==> src/rtl/maxpool_stream.sv <==
// Streaming non-overlapping 1-D max-pool over CH channel-interleaved samples, registered output.
// Define MAXPOOL_ARGMAX_EN to add per-channel argmax tracking and the out_idx port.
module maxpool_stream #(
    parameter int DATA_W = 8,
    parameter int POOL   = 5,
    parameter int CH     = 1,
    parameter int SIGNED = 0,
    localparam int CW    = (CH > 1) ? $clog2(CH) : 1,
    localparam int PW    = (POOL > 1) ? $clog2(POOL) : 1
) (
    input  logic              clk,
    input  logic              rst,
    input  logic              in_valid,
    output logic              in_ready,
    input  logic [DATA_W-1:0] in_data,
    input  logic              in_last,
    output logic              out_valid,
    input  logic              out_ready,
    output logic [DATA_W-1:0] out_data,
    output logic [CW-1:0]     out_ch,
    output logic              out_last
`ifdef MAXPOOL_ARGMAX_EN
    ,
    output logic [PW-1:0]     out_idx
`endif
);

    logic [CW-1:0]     ch_cnt;
    logic [PW-1:0]     smp_cnt;
    logic [DATA_W-1:0] max_r [CH];
    logic              accept;
    logic              first;
    logic              ch_wrap;
    logic              complete;
    logic              take;
    logic [DATA_W-1:0] cur_max;
    logic [DATA_W-1:0] new_max;

    function automatic logic gt(input logic [DATA_W-1:0] a, input logic [DATA_W-1:0] b);
        if (SIGNED != 0) return $signed(a) > $signed(b);
        return a > b;
    endfunction

    assign in_ready = !out_valid || out_ready;
    assign accept   = in_valid && in_ready;
    assign first    = (smp_cnt == '0);
    assign ch_wrap  = (ch_cnt == CW'(CH - 1));
    assign complete = (smp_cnt == PW'(POOL - 1)) || in_last;
    assign cur_max  = max_r[ch_cnt];
    // Strict greater-than keeps the earliest sample on ties; sample 0 always loads.
    assign take     = first || gt(in_data, cur_max);
    assign new_max  = take ? in_data : cur_max;

    always_ff @(posedge clk) begin
        if (rst) begin
            ch_cnt  <= '0;
            smp_cnt <= '0;
        end else if (accept) begin
            if (ch_wrap) begin
                ch_cnt  <= '0;
                smp_cnt <= complete ? '0 : smp_cnt + 1'b1;
            end else begin
                ch_cnt <= ch_cnt + 1'b1;
            end
        end
    end

    always_ff @(posedge clk) begin
        if (rst) begin
            for (int i = 0; i < CH; i++) max_r[i] <= '0;
        end else if (accept) begin
            max_r[ch_cnt] <= new_max;
        end
    end

    // A completing beat may reload the register in the same cycle the old result leaves.
    always_ff @(posedge clk) begin
        if (rst) begin
            out_valid <= 1'b0;
            out_data  <= '0;
            out_ch    <= '0;
            out_last  <= 1'b0;
        end else if (accept && complete) begin
            out_valid <= 1'b1;
            out_data  <= new_max;
            out_ch    <= ch_cnt;
            out_last  <= in_last && ch_wrap;
        end else if (out_ready) begin
            out_valid <= 1'b0;
        end
    end

`ifdef MAXPOOL_ARGMAX_EN
    logic [PW-1:0] idx_r [CH];
    logic [PW-1:0] new_idx;

    assign new_idx = take ? smp_cnt : idx_r[ch_cnt];

    always_ff @(posedge clk) begin
        if (rst) begin
            for (int i = 0; i < CH; i++) idx_r[i] <= '0;
            out_idx <= '0;
        end else if (accept) begin
            idx_r[ch_cnt] <= new_idx;
            if (complete) out_idx <= new_idx;
        end
    end
`endif

endmodule

==> config.mk <==
export PLATFORM = sky130hd
export DESIGN_NAME = maxpool_stream
export DESIGN_NICKNAME = d
export VERILOG_FILES = /design/src/rtl/maxpool_stream.sv
export SDC_FILE = /design/constraint.sdc
export NUM_CORES = 1
export LEC_CHECK = 0
export BUFFER_PORTS_ARGS = -buffer_cell sky130_fd_sc_hd__buf_2
export CAP_MARGIN = 20
export CORE_UTILIZATION = 45
export CTS_CLUSTER_DIAMETER = 120
export CTS_CLUSTER_SIZE = 20
export DETAILED_ROUTE_END_ITERATION = 7
export GPL_TIMING_DRIVEN = 0
export PLACE_DENSITY = 0.67
export SYNTH_ARGS = -nofsm -noshare
export SYNTH_HDL_FRONTEND = slang
export SYNTH_SLANG_ARGS = --single-unit
==> constraint.sdc <==
create_clock -name clk -period 2.2 [get_ports clk]
set_input_delay 0.22 -clock clk [delete_from_list [all_inputs] [get_ports clk]]
set_output_delay 0.22 -clock clk [all_outputs]
set_load 0.02 [all_outputs]
==> parameters.txt <==
Parameter                              Value

Status
  Run status    finished with violations
  Failing checks    design-rule violations

Run
  Max Cap Viol    0

Synth
  Sequential element share of the synthesized area    36.30%
  Top cell type's share of synthesized area    18.87%
  Number of storage elements in the synthesis netlist    21
  Post-synth top area cell    dfxtp_1
  Total of warnings raised by yosys    0
  Predominant post-synthesis flop cell    dfxtp_1
  Average size of a mapped cell    9.642 um^2
  Netlist area before placement    1379 um^2
  Synth async-reset ratio    0%
  Leading cell types by total area after synthesis    dfxtp_1, edfxtp_1, o211ai_2
  Net count of the mapped netlist    166
  Count of different cell masters after synthesis    33
  Number of enable flip-flop cells after synthesis    8
  Instance count of the mapped netlist    143

Layout
  Fill cell total of the finished layout    277
  Most frequent standard cell in the layout excluding fill and tap cells    buf_2
  Synth-to-Final Area Change    13.07%
  Most frequent cells in the layout    buf_2, nand2_1, o211ai_2
  Proportion of layout cells with a drive suffix above 1    33.53%
  Layout Nets    194
  Number of antenna cells inserted    0
  Post-route core utilization    55.11%
  Final design instance area without fill    1559 um^2

Global routing
  First-pass GRT wire length    5223 um
  Initial antenna violation count    0
  Largest net degree at the start of global routing    12
  Overall routing resource usage    20.52%
  Overflow after GRT    0
  Number of global-route vias before repair    1138

Floorplanning
  Standard-cell row count    19
  Full die area    3290 um^2
  Top-level port count    25
  DIE HEIGHT    57.36 um
  Placeable core region    2829 um^2
  Width of the die    57.36 um
  Starting Density    48.74%

Clock network
  Clock tree root driver cell    clkbuf_4
  Setup fix buffers added after clock tree synthesis    0
  CTS tree    yes
  PostCTS Resize Cnt    0
  Inserted Clock Buffers    3
  H-tree depth    1
  Clock transition at the register clock pins on the worst setup and hold paths after CTS    0.13 ns
  Clock Sinks    21
  Bufs on Longest Clock Path    2
  Later-pin clock latency in the skew report    0.31 ns

Critical path
  Crit Reg-Reg Startpoint    max_r[0][6]$_SDFFCE_PN0P_
  Reg2Reg Setup Slack    0.12 ns
  Critical path class    flop to flop
  Startpoint kind of the worst setup timing path    flop
  CP Max Fanout    10
  Nature of the critical path endpoint    flop
  Worst Reg2Reg Path Length in Cells    8
  Worst Path Arrival    2.16 ns
  Critical path required time    2.27 ns
  Worst reg2reg path endpoint    max_r[0][4]$_SDFFCE_PN0P_

Timing
  Final worst path period need    2.082 ns
  Max-slew headroom    35.26%
  Actual transition at the worst max-transition pin    0.9666 ns
  Post-route fraction of the period consumed by the critical path    94.63%
  Number of hold-slack violations in the final timing report    0
  Largest clock skew in the final design    0.009136 ns
  Final Max Tran Viols    0
  Aggregate negative setup slack    0 ns
  Worst hold slack after final layout    0.1317 ns
  Setup violators final    0
  RSZ-0062 raised after global routing    no
  Maximum clock frequency    480.4 MHz

Power and ir drop
  Worst-case vdd ir drop    366.4 uV
  Leakage dissipation    0.6637 nW
  Net switching share of the total power    33.92%
  Psw    0.3069 mW
  Comb pwr share    28.9%
  Sequential Power Share    49.5%
  Power density over cell area    580.4 nW/um^2
  Cell-internal power    0.5979 mW
  Clock share of power    21.6%

Routing
  Post-detailed-route count of antenna-violating nets    0
  Per-cell via count in the routed design    5.577
  # DRC    2
  DRC marker count from the first detailed-route iteration    39
  Total vias in the final route    1121
  First-pass DRT Iterations    6
  Average wire per cell in the routed design    15.17 um
  Wire length reported by the detailed router    3049 um

Hold path
  WHS Endpoint    smp_cnt[2]$_SDFFE_PP0P_
  Min-Delay Path Depth    2
  Beginning of the worst hold path    rst
  Path class of the lowest-slack min-delay path    input port to flop

Place
  Post-detailed-placement half-perimeter wirelength    2289 um
  Total placed instance area    1533 um^2
  Count of buffers inserted at the top-level ports    23
  Routability congestion estimate from global placement    0.9460
## worst max-delay path: stages, from the launching register on
cell,delay (ns)
edfxtp_1,0.44
inv_1,0.08
ha_1,0.24
and3_4,0.19
a221o_1,0.36
o21a_4,0.17
buf_8,0.15
o21ai_1,0.13
a21oi_1,0.08
## routing by layer
layer / GRT usage [%] / up-vias / wire [um]
met4: 4.878 / 0 / 13
met3: 6.122 / 2 / 160
met5: 0 / - / 0
met2: 35.22 / 29 / 1541
met1: 25.18 / 522 / 1334
li1: - / 568 / -
## power groups by stage
stage               combinational (mW)  sequential [mW]  clock [mW]
finish                           0.262            0.448       0.195
global route                     0.288            0.450       0.213
CTS                              0.263            0.448       0.200
detailed placement               0.262            0.456           0
global placement                 0.255            0.455           0
floorplan                        0.179            0.466           0
## logic make-up (layout without fill, tap and decap cells)
| logic type | count (synthesis) | after routing | synth area share [%] |
|---|---|---|---|
| AOI/OAI and AO/OA | 48 | 48 | 30.58 |
| adders and majority gates | 10 | 10 | 9.074 |
| buffers and inverters | 19 | 46 | 7.259 |
| and+or+nand+nor | 44 | 44 | 16.51 |
| DFF | 21 | 21 | 36.30 |
| other | 1 | 1 | 0.2720 |
## area by class of cell
class | instances | area [um^2] | share of cell area, %
sequential | 21 | 500.5 | 32.10
multi-input combinational | 103 | 778.2 | 49.92
clock buffer | 4 | 26.28 | 1.685
inverter | 12 | 45.04 | 2.889
buffer | 7 | 55.05 | 3.531
timing repair buffer | 23 | 115.1 | 7.384
tap | 31 | 38.79 | 2.488
## how the worst max path moves through the flow
stage / startpoint / to / cells past startpoint
5_1_grt: max_r[0][1]$_SDFFCE_PN0P_ / max_r[0][5]$_SDFFCE_PN0P_ / 8
3_3_place_gp: max_r[0][7]$_SDFFCE_PN0P_ / max_r[0][5]$_SDFFCE_PN0P_ / 8
4_1_cts: max_r[0][6]$_SDFFCE_PN0P_ / max_r[0][4]$_SDFFCE_PN0P_ / 8
2_1_floorplan: max_r[0][7]$_SDFFCE_PN0P_ / max_r[0][4]$_SDFFCE_PN0P_ / 8
6_report: max_r[0][6]$_SDFFCE_PN0P_ / max_r[0][4]$_SDFFCE_PN0P_ / 8
3_5_place_dp: max_r[0][6]$_SDFFCE_PN0P_ / max_r[0][4]$_SDFFCE_PN0P_ / 8
## repair_timing
action | in CTS | in global routing
hold endpoints to repair | 0 | 0
hold buffers | 0 | 0
endpoints found under the setup margin | 0 | 1
## cell usage after synthesis (2+ instances only)
| cell type | number |
|---|---|
| buf_2 | 2 |
| o21ai_1 | 9 |
| edfxtp_1 | 8 |
| nand3_1 | 9 |
| nand2b_1 | 2 |
| o211ai_2 | 16 |
| nor2_1 | 4 |
| buf_4 | 4 |
| ha_1 | 10 |
| a21oi_1 | 11 |
| nand2_1 | 22 |
| dfxtp_1 | 13 |
| nor2b_1 | 2 |
| inv_1 | 12 |
## state kept, by name, indices dropped and copies added (netlist names)
| name | cells |
|---|---|
| max_r | 8 |
| out_data | 8 |
| out_valid | 1 |
| smp_cnt | 3 |
| out_last | 1 |
## per-stage QoR
stage               worst slack (ns)  cells  total power, mW
floorplan                     0.2379    143           0.6456
global placement              0.1354    197           0.7103
detailed placement            0.1056    197           0.7188
CTS                          0.09647    201           0.9105
global route                0.003468    201           0.9516
finish                        0.1182    201           0.9048
No activity file was read; power rests on OpenSTA's default activity.
